**config.mk**
```make
export PLATFORM = sky130hd
export DESIGN_NAME = pwm_deadtime
export DESIGN_NICKNAME = d
export VERILOG_FILES = /design/src/rtl/pwm_deadtime.sv
export SDC_FILE = /design/constraint.sdc
export NUM_CORES = 1
export LEC_CHECK = 0
export BUFFER_PORTS_ARGS = -buffer_cell sky130_fd_sc_hd__buf_2
export CAP_MARGIN = 5
export CORE_MARGIN = 4
export CORE_UTILIZATION = 30
export DETAILED_ROUTE_END_ITERATION = 12
export GPL_TIMING_DRIVEN = 0
export PLACE_DENSITY = 0.5
export SLEW_MARGIN = 20
export SYNTH_ARGS = -nofsm -noshare
export SYNTH_HDL_FRONTEND = slang
export SYNTH_SLANG_ARGS = --single-unit
```
**constraint.sdc**
```tcl
create_clock -name clk -period 2.4 [get_ports clk]
set_input_delay 0.36 -clock clk [delete_from_list [all_inputs] [get_ports clk]]
set_output_delay 0.36 -clock clk [all_outputs]
set_load 0.02 [all_outputs]
```
**src/rtl/pwm_deadtime.sv**
```systemverilog
// rtl/pwm_deadtime.sv - complementary gate-pair generator with programmable dead time and sticky fault
module pwm_deadtime #(
  parameter int NUM_CHANNELS = 4,
  parameter int DT_WIDTH     = 8
) (
  input  logic                             clk,
  input  logic                             rst,
  input  logic [NUM_CHANNELS-1:0]          i_en,
  input  logic [NUM_CHANNELS-1:0]          i_pwm,
  input  logic [NUM_CHANNELS*DT_WIDTH-1:0] i_dt_rise,
  input  logic [NUM_CHANNELS*DT_WIDTH-1:0] i_dt_fall,
  input  logic                             i_fault,
  input  logic                             i_fault_clr,
  output logic [NUM_CHANNELS-1:0]          o_hi,
  output logic [NUM_CHANNELS-1:0]          o_lo,
  output logic [NUM_CHANNELS-1:0]          o_dead,
  output logic                             o_fault
);

  typedef enum logic [2:0] {
    S_IDLE  = 3'd0,
    S_DT_LH = 3'd1,
    S_HI    = 3'd2,
    S_DT_HL = 3'd3,
    S_LO    = 3'd4
  } state_t;

  localparam logic [DT_WIDTH-1:0] DT_ONE = DT_WIDTH'(1);

  logic [NUM_CHANNELS-1:0] pwm_q;
  logic                    fault_q;
  logic                    fault_d;
  logic                    hold;

  // Set wins over clear; hold also covers the clear cycle so channels sit one cycle in IDLE.
  assign fault_d = i_fault | (fault_q & ~i_fault_clr);
  assign hold    = i_fault | fault_q;
  assign o_fault = fault_q;

  always_ff @(posedge clk or posedge rst) begin
    if (rst) begin
      pwm_q   <= '0;
      fault_q <= 1'b0;
    end else begin
      pwm_q   <= i_pwm;
      fault_q <= fault_d;
    end
  end

  for (genvar g = 0; g < NUM_CHANNELS; g++) begin : g_ch
    state_t              state_q, state_d;
    logic [DT_WIDTH-1:0] cnt_q, cnt_d;
    logic [DT_WIDTH-1:0] dt_rise, dt_fall;
    logic                hi_q, lo_q, dead_q;

    assign dt_rise = i_dt_rise[g*DT_WIDTH +: DT_WIDTH];
    assign dt_fall = i_dt_fall[g*DT_WIDTH +: DT_WIDTH];

    always_comb begin
      state_d = state_q;
      cnt_d   = cnt_q;
      case (state_q)
        S_IDLE: begin
          if (pwm_q[g]) begin
            state_d = S_DT_LH;
            cnt_d   = dt_rise;
          end else begin
            state_d = S_DT_HL;
            cnt_d   = dt_fall;
          end
        end
        S_DT_LH: begin
          if (!pwm_q[g])           state_d = S_LO;
          else if (cnt_q <= DT_ONE) state_d = S_HI;
          else                      cnt_d   = cnt_q - DT_ONE;
        end
        S_HI: begin
          if (!pwm_q[g]) begin
            state_d = S_DT_HL;
            cnt_d   = dt_fall;
          end
        end
        S_DT_HL: begin
          if (pwm_q[g])             state_d = S_HI;
          else if (cnt_q <= DT_ONE) state_d = S_LO;
          else                      cnt_d   = cnt_q - DT_ONE;
        end
        S_LO: begin
          if (pwm_q[g]) begin
            state_d = S_DT_LH;
            cnt_d   = dt_rise;
          end
        end
        default: state_d = S_IDLE;
      endcase
      if (hold || !i_en[g]) begin
        state_d = S_IDLE;
        cnt_d   = '0;
      end
    end

    // Gate drives are decoded from the next state so they register together with it.
    always_ff @(posedge clk or posedge rst) begin
      if (rst) begin
        state_q <= S_IDLE;
        cnt_q   <= '0;
        hi_q    <= 1'b0;
        lo_q    <= 1'b0;
        dead_q  <= 1'b0;
      end else begin
        state_q <= state_d;
        cnt_q   <= cnt_d;
        hi_q    <= (state_d == S_HI);
        lo_q    <= (state_d == S_LO);
        dead_q  <= (state_d == S_DT_LH) || (state_d == S_DT_HL);
      end
    end

    assign o_hi[g]   = hi_q;
    assign o_lo[g]   = lo_q;
    assign o_dead[g] = dead_q;
  end

endmodule

```
==> impl_metrics.ini, run 1 <==
[yosys]
synthAdderAreaFrac_pct = 2.52
synth.top_cells.by_count = dfrtp_1 (61), nor2_1 (43), a21oi_1 (38), nand2_1 (35), inv_1 (28)
syn_avg_cell_area_um2 = 8.52
syn_nets = 597
synthFlopType = dfrtp_1
synth_top_area_share_pct = 34.9
synth_seq_cells = 61
synth-compound-area-share_pct = 28.5
synthesis.area_um2 = 4370
ys_async_sr_fraction_pct = 100
synth_cells = 513
synth_top_area_cell = dfrtp_1
synth_top_family_by_area = compound AO/OA/AOI/OAI gates
ys_types = 67
post-synth-top-count-cell = dfrtp_1
yosysWarnings = 0
synth-simple-area-share_pct = 20.8
synthTopCellsByArea = dfrtp_1 (35%), a21oi_1 (4.3%), nor2_1 (3.7%), nand2_1 (3.0%), mux2i_1 (2.7%)
synthXorXnorAreaFrac_pct = 3.20
synth.area.mux_share_pct = 3.00
yosysSeqAreaShare_pct = 34.9
synth-edff-count = 0

[placement]
placement.cell_area_um2 = 5060
port_buffers = 88
gp_congestion = 0.903
dp_slack_ns = 0.185
dp_hpwl_um = 9390

[cells_and_area]
syn_to_final_growth_pct = 23.4
n_antenna_cell = 0
final_layout_size_suffix_gt1_share_pct = 23.8
finalInstanceArea_um2 = 5400
multi_input_area_um2 = 2540
nets = 697
regArea_um2 = 1530
fillerInstances = 1477

[sta]
min_period_over_period_pct = 92.3
slew_viol_final = 0
hold_viol_final = 0
worst_pin_slew_ns = 0.670
final-setup-viol-count = 0
fin_ws_ns = 0.184
rsz0062_at_grt = false
fin_crit_ns = 2.22
slew_headroom_pct = 55.2
clock.fmax_ghz = 0.451
fin_skew_ns = 0.00447

[clocking]
clock_latency_ns = 0.33
clk_pin_slew_ns = 0.05
clkSinkCount = 61
cts_buffer_depth = 2
cts_tree = done
cts_buffers = 9
cts_max_level = 3
clock-root-buffer = clkbuf_16
cts_setup_buffers = 0
cts-resized-gates = 0
cts_hold_buf = 0

[grt]
antenna_found_initial = 0
grt_pass1_wl_um = 21000
grt_remaining_overflow = 0
grt_usage_pct = 15.6
grt_pass1_vias = 4306
grt_max_degree = 32

[die]
fp.dieW_um = 129
rows = 43
start_util_pct = 31.0
die_area_um2 = 16600
die_y_um = 129
coreArea_um2 = 14100
ios = 89

[routing]
viasPerCell = 5.41
ant_nets = 0
drt_iter0_drc = 292
wl_um = 12500
via_count = 4316
dr.pass1.iters = 5
post_drt_wl_per_cell_um = 15.7
route.detailed.drc = 0

[power_and_ir_drop]
ir_drop_uv = 393
total_power_uw = 3050
leakage_uw = 0.00242
p_per_area_nw_per_um2 = 564

[worst_setup_path]
r2r_cells = 6
start_kind = register
arrival_ns = 2.44
critPathRequiredTime_ns = 2.62
crit_path_max_fanout = 9
end_kind = register
worstSetupPathType = reg -> reg

[run_status]
status = finished clean

[run]
max_cap_violations = 0

[worst_hold_path]
hold_class = in -> async
-- cells by family after synthesis --
logic type,count (synthesis)
xor+xnor,16
buf+inv,70
mux,13
fa+ha+maj,9
flops,61
simple gates,172
compound gates,172
-- cells in the final DEF (no fill, tap or decap), types with 11 or more instances in the layout --
cell      instances
mux2i_1          12
buf_4            12
a211oi_1         14
nand2b_1         12
nor2_1           42
o21ai_0          19
inv_1            27
nand3_1          11
xnor2_1          11
buf_2            91
nor3_1           23
a22o_1           11
nand2_1          35
dfrtp_1          61
clkbuf_1         25
a21oi_1          38
-- registers in the layout, indices dropped and copies added (netlist names) --
register      count
g_ch.dead_q       4
o_fault           1
g_ch.cnt_q       32
g_ch.hi_q         4
g_ch.state_q     12
pwm_q             4
g_ch.lo_q         4
-- layer usage --
layer	GRT usage, %	share of wire [%]	up-vias
met1	20.9	47	2079
met4	5.31	1.7	0
met2	24.6	46	120
li1	-	-	2099
met3	4.11	5.5	18
met5	0	0	-
-- worst max-delay path: stages (launching register included) --
cell	delay [ns]
dfrtp_1	0.42
nor4_1	0.43
o211ai_1	0.24
o221a_2	0.34
nor2b_1	0.13
clkbuf_1	0.24
a32o_1	0.29
-- report_power, final --
part	switching, uW	total [uW]	internal (uW)	leakage, uW
logic	305	536	231	0.00143
clock network	464	1430	962	0.000163
registers	27.1	1080	1060	0.000832
total	796	3050	2250	0.00242
-- area by class of cell --
cell class,count,share of cell area [%]
multi-input cells,382,47.1
repair buffers,89,8.53
flip-flops and latches,61,28.3
clock buffers,12,4.75
inverters,30,2.13
well taps,180,4.17
clock inverters,4,1.30
plain buffers,40,3.69
-- per-stage QoR --
stage	TNS [ns]	std cells	hold slack, ns	util, %
floorplan	0	513	0.391	-
global placement	-23.66	781	0.470	35.7
detailed placement	0	782	0.402	35.9
CTS	0	798	0.0375	38.2
global route	0	798	0.0560	38.3
finish	0	798	0.0227	38.3
-- worst paths after layout --
kind | start | to | slack, ns
worst min-delay path | rst | g_ch[3].cnt_q[2] | 0.02
max in group asynchronous | rst | g_ch[2].cnt_q[6] | 1.87
min in group clk | i_pwm[3] | pwm_q[3] | 0.13
worst max register to register | g_ch[3].cnt_q[3] | g_ch[3].cnt_q[5] | 0.18
worst min register to register | o_fault | o_fault | 0.51
worst max-delay path | g_ch[3].cnt_q[3] | g_ch[3].cnt_q[5] | 0.18
Power figures use the tool's default switching activity.
==> run 2: changes to the inputs <==
--- a/config.mk
+++ b/config.mk
@@ -5,6 +5,7 @@
 export SDC_FILE = /design/constraint.sdc
 export NUM_CORES = 1
 export LEC_CHECK = 0
+export ABC_AREA = 1
 export BUFFER_PORTS_ARGS = -buffer_cell sky130_fd_sc_hd__buf_2
 export CAP_MARGIN = 5
 export CORE_MARGIN = 4
==> impl_metrics.ini, run 2 <==
[yosys]
synthTopCellsByArea = dfrtp_1 (33%), nand2_1 (25%), nand3_1 (8.2%), nor2_1 (6.6%), inv_1 (5.9%)
yosysWarnings = 0
ys_async_sr_fraction_pct = 100
yosysSeqAreaShare_pct = 32.8
ys_types = 35
synth_top_area_share_pct = 32.8
synthFlopType = dfrtp_1
synth.area.mux_share_pct = 0
synth_top_area_cell = dfrtp_1
synth.top_cells.by_count = nand2_1 (307), nor2_1 (82), nand3_1 (76), inv_1 (73), dfrtp_1 (61)
synth-edff-count = 0
synth-simple-area-share_pct = 47.2
synth-compound-area-share_pct = 7.57
syn_nets = 842
syn_avg_cell_area_um2 = 6.15
synth_cells = 758
post-synth-top-count-cell = nand2_1
synthAdderAreaFrac_pct = 2.15
synthesis.area_um2 = 4660
synth_seq_cells = 61
synthXorXnorAreaFrac_pct = 0
synth_top_family_by_area = simple AND/OR/NAND/NOR gates

[clocking]
cts_buffers = 9
clk_pin_slew_ns = 0.06
cts_buffer_depth = 2
cts_tree = done
cts-resized-gates = 0
cts_setup_buffers = 0
cts_max_level = 3
clock-root-buffer = clkbuf_16
clock_latency_ns = 0.33
cts_hold_buf = 0
clkSinkCount = 61

[die]
start_util_pct = 30.7
coreArea_um2 = 15200
die_area_um2 = 17600
rows = 45
fp.dieW_um = 133
die_y_um = 133
ios = 89

[placement]
dp_slack_ns = 0.424
dp_hpwl_um = 10200
dp_cells = 1035
port_buffers = 88
gp_congestion = 0.812

[cells_and_area]
final_cells = 1051
largest_reg_flops = 32
n_antenna_cell = 0
syn_to_final_growth_pct = 21.5
layout_common_cells = nand2_1 (307), buf_2 (91), nor2_1 (82)
mostFrequentLayoutCell = nand2_1
largestRegisters = g_ch.cnt_q: 32 flops, g_ch.state_q: 12 flops
regMostFlops = g_ch.cnt_q
nets = 942
final_layout_size_suffix_gt1_share_pct = 18.9

[worst_setup_path]
r2r_setup_slack_ns = 0.55
start_kind = register
arrival_ns = 2.13
cp_num_buf_inv = 2
worstSetupPathType = reg -> reg
max_stage_delay_ns = 0.40
critPathRequiredTime_ns = 2.68
cp_cell_sequence = nor2_2 > inv_1 > nor2_1 > nand4_1 > inv_2 > nand3_1 > nand2_1
end_kind = register
crit_family = simple AND/OR/NAND/NOR gates
cp_slowest_cell = dfrtp_1
crit_path_max_fanout = 9

[run_status]
status = finished clean

[power_and_ir_drop]
leakage_uw = 0.00312
ir_drop_uv = 433
total_power_uw = 3000
p_per_area_nw_per_um2 = 531

[worst_hold_path]
hold_class = in -> async

[routing]
ant_nets = 0
via_count = 4881
post_drt_wl_per_cell_um = 12.8
wl_um = 13500
drt_iter0_drc = 209
route.detailed.drc = 0
dr.pass1.iters = 4
viasPerCell = 4.64

[sta]
fin_ws_ns = 0.550
setup-tns-final_ns = 0
hold_viol_final = 0
fin_crit_ns = 1.85
slew_viol_final = 0
rsz0062_at_grt = false
slew_headroom_pct = 60.5
clock.fmax_ghz = 0.541
final-setup-viol-count = 0
fin_skew_ns = 0.00451
worst_pin_slew_ns = 0.589
min_period_over_period_pct = 77.1

[grt]
grt_usage_pct = 15.9
grt_max_degree = 37
grt_pass1_wl_um = 22800
antenna_found_initial = 1
grt_remaining_overflow = 0
grt_pass1_vias = 4662

[run]
max_cap_violations = 0
run 2: cell types whose count changed after synthesis, sizes merged, moves of 12 or more:
cell	delta
nand2	+278
nand3	+70
inv	+62
nor2	+46
a21oi	-25
nor3	-21
nand4	+20
clkbuf	-19
mux2i	-12
nand2b	-12
run 2: path summary, 6_finish.rpt:
check | end | cells past startpoint | start
max | g_ch[2].cnt_q[5] | 7 | o_fault
max in group asynchronous | g_ch[3].state_q[0] | 3 | rst
max reg2reg | g_ch[2].cnt_q[5] | 7 | o_fault
min in group clk | pwm_q[1] | 1 | i_pwm[1]
min reg2reg | g_ch[3].cnt_q[6] | 2 | g_ch[3].cnt_q[6]
min | g_ch[1].cnt_q[4] | 2 | rst
run 2: layout make-up:
class / count / area (um2)
well taps: 188 / 235
repair buffers: 89 / 460
clock buffers: 10 / 239
flip-flops and latches: 61 / 1530
fillers: 1689 / 9540
plain buffers: 21 / 131
clock inverters: 6 / 62.6
multi-input cells: 584 / 2650
inverters: 92 / 350
run 2: cell families (layout without fill, tap and decap cells):
logic type,after synthesis,in the layout
AOI/OAI and AO/OA,62,62
adders and majority gates,8,8
buffers and inverters,113,218
DFF,61,61
and+or+nand+nor,514,514
run 2: report_power, final:
| part | internal [uW] | leakage (uW) | switching, uW |
|---|---|---|---|
| Sequential | 1060 | 0.000831 | 34.4 |
| Combinational | 215 | 0.00215 | 371 |
| Clock | 827 | 0.000140 | 490 |
run 2: routing by layer:
| layer | global-route usage (%) | routed length (um) | vias up |
|---|---|---|---|
| li1 | - | - | 2591 |
| met1 | 20.5 | 6260 | 2184 |
| met2 | 26.6 | 6400 | 91 |
| met3 | 3.80 | 624 | 13 |
| met4 | 4.50 | 184 | 2 |
| met5 | 0 | 7 | - |
run 2: stage by stage:
stage	hold slack (ns)	instance area [um2]	utilization, %
2_1_floorplan	0.391	4660	-
3_3_place_gp	0.471	5340	35.1
3_5_place_dp	0.385	5360	35.2
4_1_cts	0.00708	5660	37.2
5_1_grt	0.0303	5660	37.2
6_report	0.00632	5660	37.2
==> run 3: changes to the inputs <==
--- a/config.mk
+++ b/config.mk
@@ -5,14 +5,14 @@
 export SDC_FILE = /design/constraint.sdc
 export NUM_CORES = 1
 export LEC_CHECK = 0
-export ABC_AREA = 1
+export ABC_AREA = 0
 export BUFFER_PORTS_ARGS = -buffer_cell sky130_fd_sc_hd__buf_2
 export CAP_MARGIN = 5
 export CORE_MARGIN = 4
 export CORE_UTILIZATION = 30
 export DETAILED_ROUTE_END_ITERATION = 12
 export GPL_TIMING_DRIVEN = 0
-export PLACE_DENSITY = 0.5
+export PLACE_DENSITY = 0.52
 export SLEW_MARGIN = 20
 export SYNTH_ARGS = -nofsm -noshare
 export SYNTH_HDL_FRONTEND = slang
==> constraint.sdc (replaced) <==
create_clock -name clk -period 1.6 [get_ports clk]
set_input_delay 0.24 -clock clk [delete_from_list [all_inputs] [get_ports clk]]
set_output_delay 0.24 -clock clk [all_outputs]
set_load 0.02 [all_outputs]
==> impl_metrics.ini, run 3 (same netlist as run 1, synthesis figures left out) <==
[placement]
gp_congestion = 0.858
dp_hpwl_um = 9340
dp_slack_ns = -0.492
port_buffers = 88

[worst_setup_path]
cp_num_buf_inv = 0
worstReg2RegStart = g_ch[2].cnt_q[5]
startpoint = g_ch[2].cnt_q[5]
end_kind = register
crit_path_max_fanout = 5
arrival_ns = 2.17
worstReg2RegEnd = g_ch[2].cnt_q[4]
start_kind = register
critPathRequiredTime_ns = 1.86
crit_family = simple AND/OR/NAND/NOR gates
worstSetupPathType = reg -> reg
max_stage_delay_ns = 0.56
cp_slowest_cell = or4_4
r2r_cells = 5
r2r_setup_slack_ns = -0.31
cp_cell_sequence = or4_4 > o311a_4 > or2_4 > nor2_4 > a21o_1

[grt]
grt_max_degree = 31
grt_usage_pct = 16.5
antenna_found_initial = 0
grt_pass1_wl_um = 22500
grt_pass1_vias = 4654
grt_remaining_overflow = 0

[cells_and_area]
final_layout_size_suffix_gt1_share_pct = 44.7
layout_common_cells = buf_2 (90), dfrtp_1 (57), buf_4 (42)
regMostFlops = g_ch.cnt_q
fillerInstances = 1363
n_antenna_cell = 0
largestRegisters = g_ch.cnt_q: 32 flops, g_ch.state_q: 12 flops
mostFrequentLayoutCell = buf_2
syn_to_final_growth_pct = 44.6
largest_reg_flops = 32
nets = 734

[sta]
fin_crit_ns = 1.91
whs_ns = 0.0179
final-setup-viol-count = 48
slew_viol_final = 0
worst_pin_slew_ns = 0.489
min_period_over_period_pct = 119
slew_headroom_pct = 67.3
clock.fmax_ghz = 0.524
rsz0062_at_grt = true
fin_skew_ns = 0.00625
setup-tns-final_ns = -6.62
hold_viol_final = 0
fin_ws_ns = -0.307

[run_status]
status = finished with violations
violations = setup timing

[worst_hold_path]
hold_class = in -> reg
min_to = pwm_q[1]
min_delay_path_depth = 1
min_from = i_pwm[1]

[routing]
post_drt_wl_per_cell_um = 16.2
route.detailed.drc = 0
viasPerCell = 5.48
via_count = 4572
dr.pass1.iters = 5
wl_um = 13600
drt_iter0_drc = 406
ant_nets = 0

[clocking]
clkSinkCount = 61
clock-root-buffer = clkbuf_16
cts_tree = done
cts_buffer_depth = 2
cts_max_level = 3
clk_pin_slew_ns = 0.05
clock_latency_ns = 0.33
cts_buffers = 9

[run]
max_cap_violations = 0

[power_and_ir_drop]
ir_drop_uv = 417
p_per_area_nw_per_um2 = 778
leakage_uw = 0.00275

[die]
start_util_pct = 31.0
rows = 43
coreArea_um2 = 14100
ios = 89
die_y_um = 129
fp.dieW_um = 129
die_area_um2 = 16600
run 3: cell types whose count changed in the layout (fill, tap and decap cells not counted), sizes merged, moves of 20 or more:
cell / change
a21oi: +25
buf: +39
inv: -63
nand2: -278
nand3: -70
nand4: -20
nor2: -46
nor3: +21
run 3: power breakdown:
part | leakage (uW) | switching, uW | total [uW] | internal [uW]
clock | 0.000172 | 701 | 2230 | 1530
combinational | 0.00175 | 563 | 1060 | 496
sequential | 0.000826 | 42.9 | 1630 | 1580
total | 0.00275 | 1310 | 4920 | 3610
run 3: final cells by class:
class	instances	area [um2]	share of cell area [%]
Buffer	36	229	3.62
Clock buffer	13	280	4.43
Clock inverter	3	65.1	1.03
Inverter	30	124	1.96
Multi-Input combinational cell	383	3060	48.4
Sequential cell	61	1530	24.2
Tap cell	180	225	3.56
Timing Repair Buffer	129	805	12.7
run 3: through the flow:
step | instance area, um2 | std cells | total power [uW] | util, %
floorplan | 4430 | 513 | 2200 | -
global placement | 5100 | 781 | 2450 | 36.2
detailed placement | 5140 | 783 | 2470 | 36.5
CTS | 6020 | 819 | 4900 | 42.7
global route | 6320 | 835 | 5160 | 44.9
finish | 6320 | 835 | 4920 | 44.9
run 3: worst register-to-register path: stages, from the launching register on:
cell     delay, ns
dfrtp_1       0.38
or4_4         0.56
o311a_4       0.36
or2_4         0.28
nor2_4        0.13
a21o_1        0.13
run 3: per-layer routing:
layer  GRT usage [%]  share of wire (%)
met1            21.5                 43
met4            5.56                2.0
met5               0                  0
met3            3.78                6.1
met2            27.0                 49
run 3: worst max path at each step:
stage | slack [ns] | endpoint | cells past startpoint
floorplan | -0.25 | g_ch[2].cnt_q[7] | 5
global placement | -0.46 | g_ch[3].cnt_q[1] | 5
detailed placement | -0.49 | g_ch[3].cnt_q[1] | 5
CTS | -0.29 | g_ch[2].cnt_q[6] | 5
global route | -0.36 | g_ch[2].cnt_q[1] | 5
finish | -0.31 | g_ch[2].cnt_q[4] | 5
run 3: repair_timing:
| item | 4_1_cts | 5_1_grt |
|---|---|---|
| gates resized for setup | 99 | 52 |
| hold endpoints to repair | 4 | 1 |
| buffers inserted | 23 | 15 |
| cloned | 1 | 0 |
| hold buffers | 1 | 1 |
| setup endpoints to repair | 52 | 55 |
| pin swaps | 32 | 22 |
